`src/rtl/seq_pattern_tx.sv`:
```
// Serial pattern transmitter: shifts PATTERN out MSB-first rep_cnt times,
// with gap idle-zero bits between repetitions and a done pulse at the end.
module seq_pattern_tx #(
  parameter int               PAT_W   = 4,
  parameter logic [PAT_W-1:0] PATTERN = 4'b1010,
  parameter int               CNT_W   = 8,
  parameter int               GAP_W   = 4
) (
  input  logic             clk,
  input  logic             reset,
  input  logic             start,
  input  logic [CNT_W-1:0] rep_cnt,
  input  logic [GAP_W-1:0] gap,
  input  logic             abort,
  output logic             dout,
  output logic             dvalid,
  output logic             frame_start,
  output logic             busy,
  output logic             done
);

  localparam int IDX_W = (PAT_W > 2) ? $clog2(PAT_W) : 1;
  localparam logic [IDX_W-1:0] LAST_IDX = IDX_W'(PAT_W - 1);

  typedef enum logic [1:0] {
    IDLE,
    SEND,
    GAP,
    DONE
  } state_t;

  state_t             state_q, state_d;
  logic [IDX_W-1:0]   bit_idx_q, bit_idx_d;
  logic [CNT_W-1:0]   reps_left_q, reps_left_d;
  logic [GAP_W-1:0]   gap_len_q, gap_len_d;
  logic [GAP_W-1:0]   gap_cnt_q, gap_cnt_d;

  always_ff @(posedge clk or posedge reset) begin
    if (reset) begin
      state_q     <= IDLE;
      bit_idx_q   <= '0;
      reps_left_q <= '0;
      gap_len_q   <= '0;
      gap_cnt_q   <= '0;
    end else begin
      state_q     <= state_d;
      bit_idx_q   <= bit_idx_d;
      reps_left_q <= reps_left_d;
      gap_len_q   <= gap_len_d;
      gap_cnt_q   <= gap_cnt_d;
    end
  end

  always_comb begin
    state_d     = state_q;
    bit_idx_d   = bit_idx_q;
    reps_left_d = reps_left_q;
    gap_len_d   = gap_len_q;
    gap_cnt_d   = gap_cnt_q;

    case (state_q)
      IDLE: begin
        if (start && (rep_cnt != '0)) begin
          reps_left_d = rep_cnt;
          gap_len_d   = gap;
          bit_idx_d   = LAST_IDX;
          state_d     = SEND;
        end
      end

      SEND: begin
        if (abort) begin
          state_d     = IDLE;
          bit_idx_d   = '0;
          reps_left_d = '0;
          gap_len_d   = '0;
          gap_cnt_d   = '0;
        end else if (bit_idx_q != '0) begin
          bit_idx_d = bit_idx_q - 1'b1;
        end else if (reps_left_q == CNT_W'(1)) begin
          reps_left_d = '0;
          state_d     = DONE;
        end else begin
          reps_left_d = reps_left_q - 1'b1;
          // Zero gap chains repetitions back-to-back without leaving SEND
          if (gap_len_q == '0) begin
            bit_idx_d = LAST_IDX;
          end else begin
            gap_cnt_d = gap_len_q;
            state_d   = GAP;
          end
        end
      end

      GAP: begin
        if (abort) begin
          state_d     = IDLE;
          bit_idx_d   = '0;
          reps_left_d = '0;
          gap_len_d   = '0;
          gap_cnt_d   = '0;
        end else begin
          gap_cnt_d = gap_cnt_q - 1'b1;
          if (gap_cnt_q == GAP_W'(1)) begin
            bit_idx_d = LAST_IDX;
            state_d   = SEND;
          end
        end
      end

      DONE: begin
        state_d     = IDLE;
        bit_idx_d   = '0;
        reps_left_d = '0;
        gap_len_d   = '0;
        gap_cnt_d   = '0;
      end

      default: state_d = IDLE;
    endcase
  end

  // Outputs depend on registered state only, so reset forces them low at once
  assign dout        = (state_q == SEND) && PATTERN[bit_idx_q];
  assign dvalid      = (state_q == SEND);
  assign frame_start = (state_q == SEND) && (bit_idx_q == LAST_IDX);
  assign busy        = (state_q == SEND) || (state_q == GAP);
  assign done        = (state_q == DONE);

endmodule

```
`config.mk`:
```
export PLATFORM = sky130hd
export DESIGN_NAME = seq_pattern_tx
export DESIGN_NICKNAME = d
export VERILOG_FILES = /design/src/rtl/seq_pattern_tx.sv
export SDC_FILE = /design/constraint.sdc
export NUM_CORES = 1
export LEC_CHECK = 0
export CAP_MARGIN = 30
export CELL_PAD_IN_SITES_DETAIL_PLACEMENT = 0
export CELL_PAD_IN_SITES_GLOBAL_PLACEMENT = 2
export CORE_MARGIN = 10
export CORE_UTILIZATION = 32
export DETAILED_ROUTE_END_ITERATION = 8
export PLACE_DENSITY = 0.73
export SETUP_SLACK_MARGIN = 0.3
export SLEW_MARGIN = 20
export SYNTH_ARGS = -nofsm -noshare
export SYNTH_HDL_FRONTEND = slang
export SYNTH_SLANG_ARGS = --single-unit
```
`constraint.sdc`:
```
create_clock -name clk -period 2.6 [get_ports clk]
set_clock_uncertainty 0.2 [all_clocks]
set_input_delay 0.65 -clock clk [delete_from_list [all_inputs] [get_ports clk]]
set_output_delay 0.65 -clock clk [all_outputs]
set_load 0.02 [all_outputs]
```
-- Word-level counts from Yosys, hierarchy flattened
Cells that the tools add are included.
- bitwise gates (word level): 0
- muxes and demuxes: 33
- div/mod/pow operators: 0
- reduce and logical (&&, ||, !) cells: 15
- order comparisons: 1
- $add $sub $neg: 3
- equality and inequality tests: 16
- multiply operators: 0
- shift operators: 0
- operators by type and width (kind ; count):
    2-to-1 mux 8 bit ; 5
    one-hot mux 8 bit (4 select lines) ; 1
    2-to-1 mux 2 bit ; 14
    2-to-1 mux 4 bit ; 7
    one-hot mux 4 bit (3 select lines) ; 2
    one-hot mux 2 bit (4 select lines) ; 2
    inequality test 3 bit (second input constant) ; 4
    AND reduction 4 bit ; 3
    equality test 8 x 1 -> 1 bit (second input constant) ; 1
    inequality test 4 bit (second input constant) ; 2
    nonzero test 8 bit ; 1
    subtractor 8 x 1 -> 8 bit (second input constant) ; 1
    equality test 2 bit (second input constant) ; 3
    equality test 4 x 1 -> 1 bit (second input constant) ; 1
    logical NOT 4 bit ; 1
    inequality test 2 bit (second input constant) ; 2
    inequality test 4 x 2 -> 1 bit (second input constant) ; 1
    subtractor 4 x 1 -> 4 bit (second input constant) ; 1
    logical AND 1 bit ; 3
    less-than comparator 2 x 3 -> 1 bit (second input constant) ; 1
    AND reduction 3 bit ; 1
    nonzero test 3 bit ; 1
    binary-select mux 1 bit (select 2 bit) ; 1
    equality test 2 x 1 -> 1 bit (second input constant) ; 1
    other kinds (8) ; 8
- ROM bits: 0
- bits of input ports: 16
- RAM bits: 0
- memories kept: 0
- flip-flop bits (word level): 20
- latch bits: 0

-- Logic depth before layout (Yosys ltp)
Gate-level depths: netlist of the first run.
- depth after elaboration: 6
- mapped depth: 8
- gate-level depth less buffers: 6

-- Least setup slack after synthesis of the first run
OpenSTA, ideal clock, no wires.
- path type: input to register
- start point: input port rep_cnt[3]
- end point: register bit_idx_q[0]
- setup time: 0.151 ns
- arrival: 1.852 ns
- path buffers: 1
- cell stages on the path: 5
- path slack: 0.397 ns
- data required time: 2.249 ns
- path through: or4_4 or3_4 buf_6 o211ai_2 a22oi_1
- word-level cells in the longest chain between the ends: 4
- ends and longest elaborated chain (what ; RTL line ; text):
    from (decl) ; 12 ; input logic [CNT_W-1:0] rep_cnt,
    nonzero test 8 bit ; 63 ; if (start && (rep_cnt != '0)) begin
    logical AND 1 bit ; 63 ;
    inequality test 2 bit (no source line) ; -- ;
    AND reduction 4 bit (no source line) ; -- ;
    to (signal assigned) ; 47 ; bit_idx_q <= bit_idx_d;
    to (decl) ; 33 ; logic [IDX_W-1:0] bit_idx_q, bit_idx_d;
Every way passes these cells.
A chain may end at the register's enable or synchronous reset.

-- Worst setup path in the final report of the first run
- start point: input port rep_cnt[4]
- end point: register reps_left_q[0]
- word-level cells in the longest chain between the ends: 4
- ends and longest elaborated chain (what ; RTL line ; text):
    nonzero test 8 bit ; 63 ;
    logical AND 1 bit ; 63 ;
    inequality test 2 bit (no source line) ; -- ;
    AND reduction 3 bit (no source line) ; -- ;
    to (signal assigned) ; 48 ; reps_left_q <= reps_left_d;
    to (decl) ; 34 ; logic [CNT_W-1:0] reps_left_q, reps_left_d;
Every way passes these cells.

==> results.cfg, run 1 <==
[synth]
syn_inst = 152
yosysUniqueCellTypes = 46
yosysWarnings = 0
synth_seq_cells = 20
synth_nets = 179
synth-seq-area-share = 0.3336
netlist_area_sq_mm = 0.001500
synth_edf_count = 0
async_flop_share = 1.000
avgSynthCellArea_sq_um = 9.870
synth_flop_cell = dfrtp_1

[final_layout]
fin_util = 0.4206
area.growth.synth_to_final_pct = 24.60
drive_above_1_share = 0.1935
multiInputGateArea_sq_um = 909.6
regArea_sq_um = 500.5
nNetsFinal = 215
n_fill_cell = 453
fin_cells = 238
num_antenna_cells = 0

[setup_path]
path_class = in -> reg
end_kind = flop
cpPeakStageDelay_ps = 550
cp.buffers_inverters = 1
crit_arrival_ps = 2250
crit_family = simple AND/OR/NAND/NOR gates
worst-path-max-fanout = 8
crit_required_ps = 2590
critical_path.slowest_cell = or4_4
regToRegSetupSlack_ps = 430
cp_cell_sequence = dlygate4sd2_1 -> or4_4 -> or3_4 -> nand3_4 -> mux2i_1
startpoint_type = primary input

[global_routing]
antenna_found_initial = 0
overflow = 0
first_global_vias = 1471
grt_max_degree = 21
grt_pass1_wl_um = 7107
grt_usage = 0.1134

[placed_design]
port_buffers = 20
dp_hpwl_um = 3312
dp.cells = 232
finalWeightedCongestion = 0.8234

[sta]
slew_headroom = 0.6044
whs_ps = 343.4
drv_slew = 0
fmax_mhz = 441.8
fin_crit_ps = 2263
fin_crit_sh = 0.8705
setup_viol = 0
finalHoldViolCount = 0
worst_pin_slew_ps = 593.5
grt_setup_unrepaired = true

[worst_hold_path]
hold_path.class = reg -> reg

[route]
dr.pass1.iters = 4
drt-total-wl_um = 4190
wl_per_cell_um = 17.61
vias = 1358
drt-vias-per-instance = 5.706
drc_errors = 0
final_antenna_net_count = 0
drtIter0Drc = 84

[clocking]
htree_levels = 1
clock_latency_ps = 260
ctsLongestPathBuffers = 2
numCtsBuffers = 3
path_clk_slew_ps = 80
cts_tree = yes
root_buffer = clkbuf_8
clkSinkCount = 20

[outcome]
outcome = completed

[die]
die_y_um = 88.47
initial_core_util = 0.3376
io_pins = 21
die_area_sq_mm = 0.007827
core_sq_mm = 0.004444
placementRows = 24
fp.dieW_um = 88.47

[run]
drv_cap = 0

[power_and_ir_drop]
leakage_nw = 0.8297
power_density_mw_per_mm2 = 1184
peakVddDrop_mv = 0.4412
-- path summary, 6_finish.rpt --
kind | from | end | cells after the start
setup / recovery | rep_cnt[4] | reps_left_q[0]$_DFFE_PP0P_ | 5
hold / removal | gap_cnt_q[3]$_DFFE_PP0P_ | gap_cnt_q[3]$_DFFE_PP0P_ | 1
setup reg to reg | reps_left_q[1]$_DFFE_PP0P_ | gap_cnt_q[2]$_DFFE_PP0P_ | 6
hold reg to reg | gap_cnt_q[3]$_DFFE_PP0P_ | gap_cnt_q[3]$_DFFE_PP0P_ | 1
max in group asynchronous | reset | gap_len_q[1]$_DFFE_PP0P_ | 3
min in group asynchronous | reset | state_q[1]$_DFFE_PP0P_ | 3
-- registers in the layout, summed over array words and instances, names as in the netlist --
| register | count |
|---|---|
| reps_left_q | 8 |
| gap_cnt_q | 4 |
| bit_idx_q | 2 |
| gap_len_q | 4 |
| state_q | 2 |
-- synth_stat cells, types with 2 or more instances --
| cell type | n | share of area |
|---|---|---|
| mux2i_1 | 8 | 0.053 |
| nor2_1 | 4 | 0.010 |
| o21ai_0 | 3 | 0.010 |
| or3_1 | 2 | 0.0083 |
| a32oi_1 | 3 | 0.018 |
| o2bb2ai_1 | 6 | 0.035 |
| nor3b_1 | 2 | 0.010 |
| a22oi_1 | 5 | 0.025 |
| a22o_1 | 2 | 0.012 |
| nand2_1 | 7 | 0.018 |
| a211oi_1 | 2 | 0.010 |
| ha_1 | 11 | 0.092 |
| a21o_1 | 2 | 0.010 |
| nor3_1 | 6 | 0.020 |
| o31ai_1 | 2 | 0.010 |
| dfrtp_1 | 20 | 0.33 |
| and2_1 | 3 | 0.013 |
| o2111ai_1 | 6 | 0.035 |
| nor2b_1 | 4 | 0.017 |
| nand2b_1 | 3 | 0.013 |
| buf_6 | 2 | 0.015 |
| clkbuf_8 | 2 | 0.018 |
| a31oi_1 | 2 | 0.0083 |
| or4_4 | 3 | 0.023 |
| a21oi_1 | 7 | 0.023 |
| inv_1 | 15 | 0.038 |
-- metal layers --
layer  part of all wire  routed length [um]  global-route usage
met5                  0                   0                   0
met4              0.022                  91             0.04405
met3              0.037                 155             0.02482
met2               0.50                2114              0.2003
met1               0.44                1828              0.1300
-- report_power, final --
group	total [mW]	leakage, nW	internal [mW]	switching, mW
Combinational	1.42	0.551	0.616	0.808
Sequential	0.581	0.257	0.448	0.133
Clock	0.207	0.0216	0.103	0.104
-- kinds of logic (layout without fill, tap and decap cells) --
group,count (synthesis),in the layout,synth area share
DFF,20,20,0.3336
buffers and inverters,20,53,0.07923
AOI/OAI and AO/OA,51,51,0.2686
muxes,8,8,0.05338
and+or+nand+nor,42,43,0.1735
adders and majority gates,11,11,0.09174
-- cells in the final DEF (no fill, tap or decap), types with 4 or more instances in the layout --
master,n
o2bb2ai_1,6
a22oi_1,5
nor2_1,4
dfrtp_1,20
nand2_1,7
a21oi_1,7
nor3_1,6
inv_1,14
mux2i_1,8
buf_4,15
nor2b_1,4
clkdlybuf4s50_1,7
dlygate4sd2_1,10
o2111ai_1,6
ha_1,9
-- area by class of cell --
cell class,instances,share of cell area
tap,52,0.03481
clock buffer,3,0.02209
inverter,15,0.03012
sequential,20,0.2677
multi-input combinational,113,0.4866
timing repair buffer,35,0.1586
-- per-stage QoR --
step	area (sq um)	worst slack, ps	TNS (ps)	power, mW
floorplan	1500	396.8	0	1.592
global placement	1800	-131.5	-1090	1.967
detailed placement	1800	-182.7	-1394	2.004
CTS	1843	205.0	0	2.195
finish	1869	336.8	0	2.213
global route	1869	268.8	0	2.414
-- timing repair --
item	in CTS	in global routing
cloned	1	0
hold buffers	0	0
pin swaps	4	0
endpoints found under the hold margin	0	0
endpoints found under the setup margin	21	16
setup buffers	0	2
gates resized for setup	16	9
Power figures use the tool's default switching activity.
==> run 2, diff against run 1 <==
--- a/config.mk
+++ b/config.mk
@@ -5,13 +5,14 @@
 export SDC_FILE = /design/constraint.sdc
 export NUM_CORES = 1
 export LEC_CHECK = 0
+export ABC_CLOCK_PERIOD_IN_PS = 2600
 export CAP_MARGIN = 30
 export CELL_PAD_IN_SITES_DETAIL_PLACEMENT = 0
 export CELL_PAD_IN_SITES_GLOBAL_PLACEMENT = 2
 export CORE_MARGIN = 10
-export CORE_UTILIZATION = 32
+export CORE_UTILIZATION = 30
 export DETAILED_ROUTE_END_ITERATION = 8
-export PLACE_DENSITY = 0.73
+export PLACE_DENSITY = 0.69
 export SETUP_SLACK_MARGIN = 0.3
 export SLEW_MARGIN = 20
 export SYNTH_ARGS = -nofsm -noshare
==> results.cfg, run 2 (same netlist as run 1, synthesis figures left out) <==
[route]
final_antenna_net_count = 0
wl_per_cell_um = 16.87
drtIter0Drc = 46
dr.pass1.iters = 4
drt-vias-per-instance = 5.249
vias = 1328
drt-total-wl_um = 4269
drc_errors = 0

[final_layout]
nNetsFinal = 214
drive_above_1_share = 0.1935
reg_top3 = reps_left_q x8, gap_cnt_q x4, gap_len_q x4
num_antenna_cells = 0
final_common_cell = dfrtp_1
fin_cells = 253
top_register = reps_left_q
area.growth.synth_to_final_pct = 27.36
fin_util = 0.3992
final_cell_mix = dfrtp_1, inv_1, buf_4
largest_reg_flops = 8

[setup_path]
cp_cell_sequence = dlygate4sd2_1 -> or4_4 -> or3_4 -> nand3_4 -> mux2i_1
end_kind = flop
startpoint_type = primary input
path_class = in -> reg
crit_arrival_ps = 2250
cp-startpoint = rep_cnt[4]
crit_required_ps = 2590
crit_family = simple AND/OR/NAND/NOR gates
r2r_end = gap_cnt_q[1]$_DFFE_PP0P_
worst-path-max-fanout = 8
cp.buffers_inverters = 1
critical_path.slowest_cell = or4_4
regToRegSetupSlack_ps = 450
ff2ff_path_depth = 7
cpPeakStageDelay_ps = 550
timing.rr.start = bit_idx_q[0]$_DFFE_PP0P_

[clocking]
ctsLongestPathBuffers = 2
clkSinkCount = 20
root_buffer = clkbuf_8
numCtsBuffers = 3
htree_levels = 1
hold_buffers = 0
cts_tree = yes
clock_latency_ps = 270
path_clk_slew_ps = 80

[die]
fp.dieW_um = 90.72
die_y_um = 90.72
die_area_sq_mm = 0.008229
io_pins = 21
placementRows = 25
initial_core_util = 0.3135
core_sq_mm = 0.004786

[sta]
grt_setup_unrepaired = false
finalHoldViolCount = 0
fin_crit_ps = 2255
slew_headroom = 0.6080
fin_crit_sh = 0.8675
worst_pin_slew_ps = 587.9
drv_slew = 0
setup_viol = 0
fin_ws_ps = 344.6
fmax_mhz = 443.4

[global_routing]
grt_usage = 0.1033
grt_max_degree = 21
overflow = 0
first_global_vias = 1413
grt_pass1_wl_um = 7113
antenna_found_initial = 0

[placed_design]
port_buffers = 20
pre_cts_ws_ps = -189.1
dp_hpwl_um = 3329
finalWeightedCongestion = 0.8078
dp.cells = 247

[power_and_ir_drop]
leakage_nw = 0.8406
power_density_mw_per_mm2 = 1220
peakVddDrop_mv = 0.3978

[worst_hold_path]
min_path_cells = 1
hold_path.class = reg -> reg
hp-start = reps_left_q[6]$_DFFE_PP0P_
min_to = reps_left_q[6]$_DFFE_PP0P_

[outcome]
outcome = completed

[run]
drv_cap = 0
[run 2: how the worst max path moves through the flow]
| stage | depth (start not counted) | to |
|---|---|---|
| 2_1_floorplan | 5 | bit_idx_q[0]$_DFFE_PP0P_ |
| 3_3_place_gp | 5 | reps_left_q[0]$_DFFE_PP0P_ |
| 3_5_place_dp | 5 | reps_left_q[0]$_DFFE_PP0P_ |
| 4_1_cts | 4 | dout |
| 5_1_grt | 5 | reps_left_q[1]$_DFFE_PP0P_ |
| 6_report | 5 | reps_left_q[0]$_DFFE_PP0P_ |
[run 2: power by group]
part / leakage, nW / switching [mW] / internal, mW
registers: 0.257 / 0.140 / 0.448
logic: 0.548 / 0.811 / 0.608
clock network: 0.0357 / 0.118 / 0.206
[run 2: timing repair]
action	4_1_cts	5_1_grt
hold endpoints to repair	0	0
buffers inserted	1	0
gates cloned	1	0
gates resized for setup	19	6
pin swaps	3	0
setup endpoints to repair	21	12
[run 2: final cells by class]
cell class              instances  area [sq um]
clock buffers                   3         41.29
flip-flops and latches         20         500.5
repair buffers                 34         284.0
well taps                      67         83.83
fillers                       478          2875
inverters                      15         56.30
multi-input cells             113         914.6
clock inverters                 1         30.03
[run 2: metrics by stage]
step / total power, mW / cell area [sq um] / hold WS [ps] / TNS [ps]
detailed placement: 2.003 / 1819 / 323.8 / -1462
global route: 2.513 / 1911 / 357.9 / 0
finish: 2.332 / 1911 / 339.0 / 0
floorplan: 1.592 / 1500 / 280.1 / 0
global placement: 1.971 / 1819 / 308.4 / -1190
CTS: 2.347 / 1913 / 343.7 / 0
[run 2: worst register-to-register path, stage by stage, from the launching register on]
cell	delay, ps
dfrtp_1	400
inv_1	90
ha_1	270
o41ai_1	110
buf_4	160
a21o_1	170
a21oi_1	420
mux2i_1	250
[run 2: layer usage]
metal  GRT usage  up-vias  part of all wire
met4     0.03581        0             0.012
met3     0.02161        6             0.023
li1            -      647                 -
met1      0.1214      654              0.46
met5           0        -                 0
met2      0.1797       21              0.50
